**src/rtl/cpc_mem_arbiter_if.sv**
```systemverilog
// Bus bundle between the CPC motherboard requesters, the memory arbiter and the SDRAM front end.
// Handshake: a requester holds *_req high until its one-cycle *_ack; the arbiter strobes sdr_req
// for one cycle per command and the controller answers later with a one-cycle sdr_ready.
interface cpc_mem_arbiter_if #(
  parameter int AW = 23
);
  logic          vid_req;
  logic [AW-2:0] vid_addr;
  logic [15:0]   vid_data;
  logic          vid_ack;

  logic          cpu_req;
  logic          cpu_we;
  logic [AW-1:0] cpu_addr;
  logic [7:0]    cpu_din;
  logic [7:0]    cpu_dout;
  logic          cpu_ack;

  logic          ld_req;
  logic          ld_we;
  logic [AW-1:0] ld_addr;
  logic [7:0]    ld_din;
  logic [7:0]    ld_dout;
  logic          ld_ack;

  logic          sdr_req;
  logic          sdr_we;
  logic [AW-2:0] sdr_addr;
  logic [15:0]   sdr_din;
  logic [1:0]    sdr_be;
  logic [15:0]   sdr_dout;
  logic          sdr_ready;

  logic [1:0]    owner;

  // slave: the arbiter itself; master: requesters plus memory controller around it
  modport slave (
    input  vid_req, vid_addr,
    output vid_data, vid_ack,
    input  cpu_req, cpu_we, cpu_addr, cpu_din,
    output cpu_dout, cpu_ack,
    input  ld_req, ld_we, ld_addr, ld_din,
    output ld_dout, ld_ack,
    output sdr_req, sdr_we, sdr_addr, sdr_din, sdr_be,
    input  sdr_dout, sdr_ready,
    output owner
  );

  modport master (
    output vid_req, vid_addr,
    input  vid_data, vid_ack,
    output cpu_req, cpu_we, cpu_addr, cpu_din,
    input  cpu_dout, cpu_ack,
    output ld_req, ld_we, ld_addr, ld_din,
    input  ld_dout, ld_ack,
    input  sdr_req, sdr_we, sdr_addr, sdr_din, sdr_be,
    output sdr_dout, sdr_ready,
    input  owner
  );
endinterface

```
**src/rtl/cpc_mem_arbiter.sv**
```systemverilog
// Serialises video, CPU and loader accesses onto one 16-bit SDRAM port, splitting bytes into
// lanes; a pending loader wins once it has lost STARVE_LIMIT consecutive arbitrations.
module cpc_mem_arbiter #(
  parameter int AW           = 23,
  parameter int STARVE_LIMIT = 8
) (
  input  logic              clk,
  input  logic              reset,
  cpc_mem_arbiter_if.slave  bus,
  output logic [1:0]        dbg_state
);
  localparam int CW = $clog2(STARVE_LIMIT + 1);

  typedef enum logic [1:0] {
    S_IDLE  = 2'd0,
    S_ISSUE = 2'd1,
    S_WAIT  = 2'd2,
    S_DONE  = 2'd3
  } state_t;

  typedef enum logic [1:0] {
    OWN_NONE = 2'd0,
    OWN_VID  = 2'd1,
    OWN_CPU  = 2'd2,
    OWN_LD   = 2'd3
  } owner_t;

  state_t        state;
  state_t        next_state;
  owner_t        owner_q;
  owner_t        grant;
  logic [CW-1:0] starve_cnt;
  logic          starved;
  logic          lane_hi;
  logic [7:0]    rd_byte;

  assign starved   = starve_cnt >= CW'(STARVE_LIMIT);
  assign rd_byte   = lane_hi ? bus.sdr_dout[15:8] : bus.sdr_dout[7:0];
  assign bus.owner = owner_q;
  assign dbg_state = state;

  always_comb begin
    grant = OWN_NONE;
    if (bus.ld_req && starved) grant = OWN_LD;
    else if (bus.vid_req)      grant = OWN_VID;
    else if (bus.cpu_req)      grant = OWN_CPU;
    else if (bus.ld_req)       grant = OWN_LD;
  end

  always_ff @(posedge clk or posedge reset) begin
    if (reset) state <= S_IDLE;
    else       state <= next_state;
  end

  always_comb begin
    next_state = state;
    case (state)
      S_IDLE:  if (grant != OWN_NONE) next_state = S_ISSUE;
      S_ISSUE: next_state = S_WAIT;
      S_WAIT:  if (bus.sdr_ready) next_state = S_DONE;
      S_DONE:  next_state = S_IDLE;
      default: next_state = S_IDLE;
    endcase
  end

  // Command fields are registered at grant, so they stay stable through ISSUE and WAIT.
  always_ff @(posedge clk or posedge reset) begin
    if (reset) begin
      owner_q      <= OWN_NONE;
      lane_hi      <= 1'b0;
      bus.sdr_req  <= 1'b0;
      bus.sdr_we   <= 1'b0;
      bus.sdr_addr <= '0;
      bus.sdr_din  <= '0;
      bus.sdr_be   <= 2'b00;
      bus.vid_ack  <= 1'b0;
      bus.cpu_ack  <= 1'b0;
      bus.ld_ack   <= 1'b0;
      bus.vid_data <= '0;
      bus.cpu_dout <= '0;
      bus.ld_dout  <= '0;
    end else begin
      bus.sdr_req <= 1'b0;
      bus.vid_ack <= 1'b0;
      bus.cpu_ack <= 1'b0;
      bus.ld_ack  <= 1'b0;
      case (state)
        S_IDLE: begin
          owner_q <= grant;
          case (grant)
            OWN_VID: begin
              bus.sdr_req  <= 1'b1;
              bus.sdr_we   <= 1'b0;
              bus.sdr_addr <= bus.vid_addr;
              bus.sdr_be   <= 2'b11;
              bus.sdr_din  <= '0;
              lane_hi      <= 1'b0;
            end
            OWN_CPU: begin
              bus.sdr_req  <= 1'b1;
              bus.sdr_we   <= bus.cpu_we;
              bus.sdr_addr <= bus.cpu_addr[AW-1:1];
              bus.sdr_be   <= bus.cpu_addr[0] ? 2'b10 : 2'b01;
              bus.sdr_din  <= {bus.cpu_din, bus.cpu_din};
              lane_hi      <= bus.cpu_addr[0];
            end
            OWN_LD: begin
              bus.sdr_req  <= 1'b1;
              bus.sdr_we   <= bus.ld_we;
              bus.sdr_addr <= bus.ld_addr[AW-1:1];
              bus.sdr_be   <= bus.ld_addr[0] ? 2'b10 : 2'b01;
              bus.sdr_din  <= {bus.ld_din, bus.ld_din};
              lane_hi      <= bus.ld_addr[0];
            end
            default: ;
          endcase
        end
        S_WAIT: begin
          if (bus.sdr_ready) begin
            case (owner_q)
              OWN_VID: begin
                bus.vid_ack  <= 1'b1;
                bus.vid_data <= bus.sdr_dout;
              end
              OWN_CPU: begin
                bus.cpu_ack <= 1'b1;
                if (!bus.sdr_we) bus.cpu_dout <= rd_byte;
              end
              OWN_LD: begin
                bus.ld_ack <= 1'b1;
                if (!bus.sdr_we) bus.ld_dout <= rd_byte;
              end
              default: ;
            endcase
          end
        end
        S_DONE:  owner_q <= OWN_NONE;
        default: ;
      endcase
    end
  end

  // Counts lost arbitrations only while the loader is actually waiting.
  always_ff @(posedge clk or posedge reset) begin
    if (reset) begin
      starve_cnt <= '0;
    end else if (!bus.ld_req) begin
      starve_cnt <= '0;
    end else if (state == S_IDLE) begin
      if (grant == OWN_LD)
        starve_cnt <= '0;
      else if (grant != OWN_NONE && !starved)
        starve_cnt <= starve_cnt + CW'(1);
    end
  end
endmodule

```
**src/flat_wrapper.sv**
```systemverilog
// flat-port wrapper written by rule: the top's interface ports become plain ports
module cpc_mem_arbiter_flat 
#(
  parameter int AW           = 23,
  parameter int STARVE_LIMIT = 8
)
  (clk, reset, dbg_state, bus_vid_req, bus_vid_addr, bus_vid_data, bus_vid_ack, bus_cpu_req, bus_cpu_we, bus_cpu_addr, bus_cpu_din, bus_cpu_dout, bus_cpu_ack, bus_ld_req, bus_ld_we, bus_ld_addr, bus_ld_din, bus_ld_dout, bus_ld_ack, bus_sdr_req, bus_sdr_we, bus_sdr_addr, bus_sdr_din, bus_sdr_be, bus_sdr_dout, bus_sdr_ready, bus_owner);
  cpc_mem_arbiter_if #(.AW(AW)) bus_i ();
  input  logic clk;
  input  logic reset;
  output logic [1:0] dbg_state;
  input wire logic [$bits(bus_i.vid_req)-1:0] bus_vid_req;
  input wire logic [$bits(bus_i.vid_addr)-1:0] bus_vid_addr;
  output wire logic [$bits(bus_i.vid_data)-1:0] bus_vid_data;
  output wire logic [$bits(bus_i.vid_ack)-1:0] bus_vid_ack;
  input wire logic [$bits(bus_i.cpu_req)-1:0] bus_cpu_req;
  input wire logic [$bits(bus_i.cpu_we)-1:0] bus_cpu_we;
  input wire logic [$bits(bus_i.cpu_addr)-1:0] bus_cpu_addr;
  input wire logic [$bits(bus_i.cpu_din)-1:0] bus_cpu_din;
  output wire logic [$bits(bus_i.cpu_dout)-1:0] bus_cpu_dout;
  output wire logic [$bits(bus_i.cpu_ack)-1:0] bus_cpu_ack;
  input wire logic [$bits(bus_i.ld_req)-1:0] bus_ld_req;
  input wire logic [$bits(bus_i.ld_we)-1:0] bus_ld_we;
  input wire logic [$bits(bus_i.ld_addr)-1:0] bus_ld_addr;
  input wire logic [$bits(bus_i.ld_din)-1:0] bus_ld_din;
  output wire logic [$bits(bus_i.ld_dout)-1:0] bus_ld_dout;
  output wire logic [$bits(bus_i.ld_ack)-1:0] bus_ld_ack;
  output wire logic [$bits(bus_i.sdr_req)-1:0] bus_sdr_req;
  output wire logic [$bits(bus_i.sdr_we)-1:0] bus_sdr_we;
  output wire logic [$bits(bus_i.sdr_addr)-1:0] bus_sdr_addr;
  output wire logic [$bits(bus_i.sdr_din)-1:0] bus_sdr_din;
  output wire logic [$bits(bus_i.sdr_be)-1:0] bus_sdr_be;
  input wire logic [$bits(bus_i.sdr_dout)-1:0] bus_sdr_dout;
  input wire logic [$bits(bus_i.sdr_ready)-1:0] bus_sdr_ready;
  output wire logic [$bits(bus_i.owner)-1:0] bus_owner;
  assign bus_i.vid_req = bus_vid_req;
  assign bus_i.vid_addr = bus_vid_addr;
  assign bus_vid_data = bus_i.vid_data;
  assign bus_vid_ack = bus_i.vid_ack;
  assign bus_i.cpu_req = bus_cpu_req;
  assign bus_i.cpu_we = bus_cpu_we;
  assign bus_i.cpu_addr = bus_cpu_addr;
  assign bus_i.cpu_din = bus_cpu_din;
  assign bus_cpu_dout = bus_i.cpu_dout;
  assign bus_cpu_ack = bus_i.cpu_ack;
  assign bus_i.ld_req = bus_ld_req;
  assign bus_i.ld_we = bus_ld_we;
  assign bus_i.ld_addr = bus_ld_addr;
  assign bus_i.ld_din = bus_ld_din;
  assign bus_ld_dout = bus_i.ld_dout;
  assign bus_ld_ack = bus_i.ld_ack;
  assign bus_sdr_req = bus_i.sdr_req;
  assign bus_sdr_we = bus_i.sdr_we;
  assign bus_sdr_addr = bus_i.sdr_addr;
  assign bus_sdr_din = bus_i.sdr_din;
  assign bus_sdr_be = bus_i.sdr_be;
  assign bus_i.sdr_dout = bus_sdr_dout;
  assign bus_i.sdr_ready = bus_sdr_ready;
  assign bus_owner = bus_i.owner;
  cpc_mem_arbiter #(.AW(AW), .STARVE_LIMIT(STARVE_LIMIT)) u_core (.clk(clk), .reset(reset), .bus(bus_i), .dbg_state(dbg_state));
endmodule
```
**config.mk**
```make
export PLATFORM = sky130hd
export DESIGN_NAME = cpc_mem_arbiter_flat
export DESIGN_NICKNAME = d
export VERILOG_FILES = /design/src/rtl/cpc_mem_arbiter_if.sv /design/src/rtl/cpc_mem_arbiter.sv /design/src/flat_wrapper.sv
export SDC_FILE = /design/constraint.sdc
export NUM_CORES = 1
export LEC_CHECK = 0
export CAP_MARGIN = 15
export CORE_MARGIN = 4
export CORE_UTILIZATION = 45
export DETAILED_ROUTE_END_ITERATION = 8
export GPL_ROUTABILITY_DRIVEN = 0
export PLACE_DENSITY = 0.92
export SLEW_MARGIN = 20
export SYNTH_ARGS = -nofsm -noshare
export SYNTH_HDL_FRONTEND = slang
export SYNTH_SLANG_ARGS = --single-unit
```
**constraint.sdc**
```tcl
create_clock -name clk -period 6.5 [get_ports clk]
set_input_delay 1.95 -clock clk [delete_from_list [all_inputs] [get_ports clk]]
set_output_delay 1.95 -clock clk [all_outputs]
set_load 0.05 [all_outputs]
```
==> results of run 1 <==
==> flip-flops by register name (all words and copies together) (netlist names), 2 cells and up <==
signal               flops
u_core.bus.sdr_addr     22
u_core.bus.vid_data     16
u_core.bus.cpu_dout      8
u_core.bus.ld_dout       8
u_core.bus.sdr_din       8
u_core.starve_cnt        4
u_core.bus.owner         2
u_core.bus.sdr_be        2
u_core.dbg_state         2
==> routing by layer <==
| metal | GRT usage, % | share of wire, % | vias up | wire (um) |
|---|---|---|---|---|
| met4 | 6.93 | 2.0 | 0 | 253 |
| li1 | - | - | 1813 | - |
| met2 | 39.0 | 48 | 250 | 6020 |
| met1 | 28.1 | 40 | 1843 | 5120 |
| met5 | 0 | 0 | - | 0 |
| met3 | 6.52 | 10 | 23 | 1280 |
==> critical path: cells and delay by family <==
family,cells,cell delay [ns]
muxes,1,0.31
and+or+nand+nor,1,0.70
buffers and inverters,2,0.76
AOI/OAI and AO/OA,1,0.29
==> power groups by stage <==
stage	clock [mW]	sequential, mW	combinational (mW)
finish	0.322	0.879	1.99
global route	0.355	0.907	2.08
CTS	0.330	0.882	1.99
detailed placement	0	0.887	1.99
global placement	0	0.874	1.96
floorplan	0	1.60	0.611
==> through the flow <==
stage / worst slack, ns / utilization, % / std cells / hold WS (ns) / power, mW
6_report: 2.71 / 70.2 / 689 / 0.511 / 3.19
5_1_grt: 2.60 / 70.2 / 689 / 0.526 / 3.34
4_1_cts: 2.77 / 69.9 / 688 / 0.515 / 3.21
3_5_place_dp: 2.40 / 68.0 / 673 / 0.497 / 2.88
3_3_place_gp: 2.40 / 68.0 / 673 / 0.486 / 2.83
2_1_floorplan: 2.55 / - / 414 / 0.603 / 2.21
==> cells by family after synthesis <==
logic type | count (synthesis)
and+or+nand+nor | 120
AOI/OAI and AO/OA | 117
DFF | 78
buffers and inverters | 53
muxes | 41
adders and majority gates | 5
==> worst min path at each step <==
stage               cells past startpoint                          startpoint                            endpoint  slack, ns
global route                            1  u_core.bus.vid_data[1]$_DFFE_PP0P_  u_core.bus.vid_data[1]$_DFFE_PP0P_       0.53
CTS                                     1  u_core.bus.cpu_dout[3]$_DFFE_PP0P_  u_core.bus.cpu_dout[3]$_DFFE_PP0P_       0.52
finish                                  1  u_core.bus.cpu_dout[3]$_DFFE_PP0P_  u_core.bus.cpu_dout[3]$_DFFE_PP0P_       0.51
detailed placement                      1  u_core.bus.cpu_dout[3]$_DFFE_PP0P_  u_core.bus.cpu_dout[3]$_DFFE_PP0P_       0.50
floorplan                               2    u_core.starve_cnt[2]$_DFFE_PP0P_    u_core.starve_cnt[2]$_DFFE_PP0P_       0.60
global placement                        1  u_core.bus.vid_data[3]$_DFFE_PP0P_  u_core.bus.vid_data[3]$_DFFE_PP0P_       0.49
==> layout by cell type (no fill, tap or decap), types with 2 or more instances in the layout <==
master,Yosys,routed
a21oi_1,25,25
nand2_1,25,25
clkbuf_8,0,10
inv_1,9,8
nor2_1,38,38
dfrtp_1,78,78
ha_1,5,5
nand2b_1,3,3
a21o_1,22,22
clkinvlp_4,0,3
o21a_1,4,4
mux2_2,32,32
clkinv_2,0,2
and2_1,22,22
buf_4,8,6
mux2_4,9,9
nand3_1,19,19
clkdlybuf4s50_1,0,187
a32oi_1,22,22
a31oi_1,32,32
nor2b_1,5,4
==> cell type report <==
type / count / area, sq um / area share, %
clock inverter: 5 / 36.3 / 0.584
sequential: 78 / 1950 / 31.4
clock buffer: 10 / 138 / 2.21
multi-input combinational: 283 / 1970 / 31.6
timing repair buffer: 195 / 1950 / 31.4
tap: 108 / 135 / 2.17
inverter: 10 / 38.8 / 0.624
==> qor.yml, run 1 <==
p_clk_share_pct: 10.1
setup_viol: 0
fin_crit_ns: 3.79
switchingPower_mw: 1.61
endpoint: "u_core.dbg_state[1]$_DFFE_PP0P_"
total_leakage_power_nw: 2.59
async_reset_ff_share_pct: 100
slew_viol_final: 0
holdBufCountCts: 0
syn-instance-count: 414
fp.dieArea_sq_um: 10900
max_freq_mhz: 264
relSlewSlack_pct: 24.6
arrival_ns: 4.02
final_antenna_net_count: 0
drtIter0Drc: 205
die_y_um: 104
r2r_setup_slack_ns: 3.87
end_kind: "flip-flop"
num_vias: 3929
worst_path_largest_cell_delay_ns: 0.70
antenna_cells: 0
hold_path.class: "flip-flop to flip-flop"
antenna_found_initial: 0
ys_ff_latch: 78
synth_cell_type_count: 42
grt_max_degree: 79
startpoint: "bus_vid_req"
syn_area_sq_um: 4170
crit_required_ns: 6.72
synth_flop_cell: "dfrtp_1"
rsz0062_at_grt: "false"
post-cts-setup-buffers: 0
grt_pass1_vias: 3996
finalCritPeriodShare_pct: 58.3
peakVddDrop_uv: 261
cp_slowest_cell: "or2_1"
fin_tns_setup_ns: 0
fin_area_sq_um: 6210
yosysWarnings: 0
swShare_pct: 50.6
layout-drive-gt1-share_pct: 12.2
wl_um: 12700
hpwl_um: 9500
ioPinCount: 189
cts_root_buf: "clkbuf_8"
io_buffers: 188
status: "finished clean"
r2r-start: "u_core.dbg_state[0]$_DFFE_PP0P_"
grt_overflow_total: 0
grt_use_total_pct: 22.9
clk_latency_ns: 0.33
synth_top_area_cell: "dfrtp_1"
htree_levels: 3
finalHoldViolations: 0
crit_fanout: 31
intPower_mw: 1.58
synth_fp_nets: 527
reg2reg_to: "u_core.dbg_state[1]$_DFFE_PP0P_"
synthSimpleGateAreaFrac_pct: 14.0
wl_per_cell_um: 18.4
cts_sinks: 78
synth_area_leaders: "dfrtp_1 (47%), mux2_2 (8.6%), a31oi_1 (4.8%)"
setup.worst_path.class: "primary input to flip-flop"
viasPerCell: 5.70
yosys.area.top_type_share_pct: 46.8
cts_max_path_buffers: 2
start_util_pct: 47.1
core_sq_um: 8850
clkTransAtPathRegs_ns: 0.08
num_rows: 34
p_per_area_nw_per_um2: 513
ys_seq_area_share_pct: 46.8
synthMuxAreaShare_pct: 11.9
finClkSkew_ns: 0.00668
placed_area_sq_um: 6010
drc: 0
critPathLaunchType: "primary input"
seq_power_share_pct: 27.6
fin_nets: 690
synth_adder_area_share_pct: 1.50
synth_edf_count: 0
synth_common_cells: "dfrtp_1 (78), nor2_1 (38), a31oi_1 (32), mux2_2 (32)"
die_w_um: 104
p_comb_share_pct: 62.3
cts_tree: "yes"
synth_compound_area_share_pct: 19.7
path_cells: "clkdlybuf4s50_1 -> buf_4 -> or2_1 -> o32a_1 -> mux2_4"
worst_pin_slew_ns: 1.13
r2r.worst_path.cells: 5
drv_cap: 0
first_pass_iters: 4
synthXorXnorAreaFrac_pct: 0
cts_buffers: 9
fillers: 614
area_delta_synth_final_pct: 49.1
cts_resized: 0
synth_top_family_by_area: "compound AO/OA/AOI/OAI gates"
synth_area_per_cell_sq_um: 10.1
grt_pass1_wl_um: 20300
yosysMostFrequentCell: "dfrtp_1"
Note: power is estimated with default switching activity, not from simulation.
==> run 2, diff against run 1 <==
--- a/config.mk
+++ b/config.mk
@@ -7,10 +7,10 @@
 export LEC_CHECK = 0
 export CAP_MARGIN = 15
 export CORE_MARGIN = 4
-export CORE_UTILIZATION = 45
+export CORE_UTILIZATION = 42
 export DETAILED_ROUTE_END_ITERATION = 8
 export GPL_ROUTABILITY_DRIVEN = 0
-export PLACE_DENSITY = 0.92
+export PLACE_DENSITY = 0.87
 export SLEW_MARGIN = 20
 export SYNTH_ARGS = -nofsm -noshare
 export SYNTH_HDL_FRONTEND = slang
==> constraint.sdc (replaced) <==
create_clock -name clk -period 3.5 [get_ports clk]
set_input_delay 1.05 -clock clk [delete_from_list [all_inputs] [get_ports clk]]
set_output_delay 1.05 -clock clk [all_outputs]
set_load 0.05 [all_outputs]
==> qor.yml, run 2 (synthesis results as in run 1) <==
p_per_area_nw_per_um2: 954
cts_resized: 0
die_y_um: 108
status: "finished clean"
fin_crit_ns: 2.71
worst_path_largest_cell_delay_ns: 0.86
fin_nets: 694
wl_met3_um: 1270
cts_buffers: 9
peakVddDrop_uv: 485
final_util_pct: 64.7
intPower_mw: 3.01
hold_path.class: "flip-flop to flip-flop"
antenna_cells: 0
setup_viol: 0
switchingPower_mw: 3.00
fillers: 798
total_leakage_power_nw: 2.63
antenna_found_initial: 0
end_kind: "primary output"
num_vias: 3949
die_w_um: 108
worst_pin_slew_ns: 0.890
setup.worst_path.class: "flip-flop to primary output"
fin_tns_setup_ns: 0
crit_fanout: 6
final_cell_mix: "clkdlybuf4s50_1 (187), dfrtp_1 (78), nor2_1 (38), mux2_2 (32), a31oi_1 (32)"
reg_top3: "u_core.bus.sdr_addr x22, u_core.bus.vid_data x16"
relSlewSlack_pct: 40.7
drv_cap: 0
holdBufCountCts: 0
layout-drive-gt1-share_pct: 12.8
grt_use_total_pct: 21.7
crit_required_ns: 2.45
ioPinCount: 189
cp_slowest_cell: "clkdlybuf4s50_1"
drc: 0
cts_sinks: 78
wl_per_cell_um: 17.5
p_clk_share_pct: 11.4
final_antenna_net_count: 0
drt-met1-wl_um: 4940
post-cts-setup-buffers: 0
drtIter0Drc: 157
rsz0062_at_grt: "false"
io_buffers: 188
finalCritPeriodShare_pct: 77.4
first_pass_iters: 4
clkTransAtPathRegs_ns: 0.08
largest_reg_flops: 22
critPathLaunchType: "flip-flop"
fp.dieArea_sq_um: 11600
placed_area_sq_um: 6090
max_freq_mhz: 369
grt_pass1_vias: 4004
arrival_ns: 1.66
crit_family: "buffers and inverters"
finClkSkew_ns: 0.00965
final_common_cell: "clkdlybuf4s50_1"
seq_power_share_pct: 26.9
path_buf_inv: 1
max_flop_register: "u_core.bus.sdr_addr"
area_delta_synth_final_pct: 51.0
p_comb_share_pct: 61.7
cts_max_path_buffers: 2
grt_pass1_wl_um: 19900
start_util_pct: 42.8
hpwl_um: 9640
grt_max_degree: 59
p_total_mw: 6.01
finalHoldViolations: 0
swShare_pct: 49.9
highest_layer: "met4"
cts_tree: "yes"
clk_latency_ns: 0.35
htree_levels: 3
wl_met2_um: 6170
grt_overflow_total: 0
cts_root_buf: "clkbuf_8"
path_cells: "clkdlybuf4s50_1"
wl_um: 12600
fin_area_sq_um: 6290
viasPerCell: 5.49
num_rows: 36
core_sq_um: 9730
slew_viol_final: 0
[run 2: cell count changes in the layout (fill, tap and decap cells not counted)]
cell	delta
buf_12	+1
buf_16	-1
buf_4	+4
bufinv_16	+1
clkbuf_1	+1
clkinv_2	+1
clkinvlp_4	-3
inv_6	+1
[run 2: per-layer routing]
metal  vias to the layer above  track usage, %
met5                         -               0
met4                         0            7.30
met3                        21            6.12
met2                       227            37.3
met1                      1884            26.2
li1                       1817               -
[run 2: worst paths after layout]
kind	start	endpoint	slack, ns	cells past startpoint
max reg2reg	u_core.dbg_state[0]$_DFFE_PP0P_	u_core.bus.sdr_addr[15]$_DFFE_PP0P_	1.42	5
max in group asynchronous	reset	u_core.bus.vid_data[11]$_DFFE_PP0P_	1.81	3
min	u_core.bus.vid_data[11]$_DFFE_PP0P_	u_core.bus.vid_data[11]$_DFFE_PP0P_	0.51	1
min in group asynchronous	reset	u_core.bus.sdr_din[11]$_DFFE_PP0P_	1.05	2
min reg2reg	u_core.bus.vid_data[11]$_DFFE_PP0P_	u_core.bus.vid_data[11]$_DFFE_PP0P_	0.51	1
max	u_core.bus.owner[0]$_DFFE_PP0P_	bus_owner[0]	0.79	1
[run 2: power groups by stage]
stage	sequential, mW	clock (mW)	combinational [mW]
2_1_floorplan	2.97	0	1.13
3_5_place_dp	1.63	0	3.72
5_1_grt	1.67	0.740	3.89
4_1_cts	1.62	0.701	3.73
6_report	1.61	0.684	3.71
3_3_place_gp	1.61	0	3.65
[run 2: area by class of cell]
cell class                      count  area (sq um)  area share, %
Clock inverter                      5          57.6          0.915
Tap cell                          133           166           2.64
Multi-Input combinational cell    283          1970           31.2
Sequential cell                    78          1950           31.0
Clock buffer                       11           141           2.25
Timing Repair Buffer              199          1970           31.3
Inverter                           10          38.8          0.616
[run 2: through the flow]
stage / cells / worst slack [ns] / hold WS, ns
finish: 719 / 0.791 / 0.510
floorplan: 414 / 0.455 / 0.603
global placement: 703 / 0.665 / 0.486
detailed placement: 703 / 0.608 / 0.493
CTS: 719 / 0.750 / 0.511
global route: 719 / 0.718 / 0.520
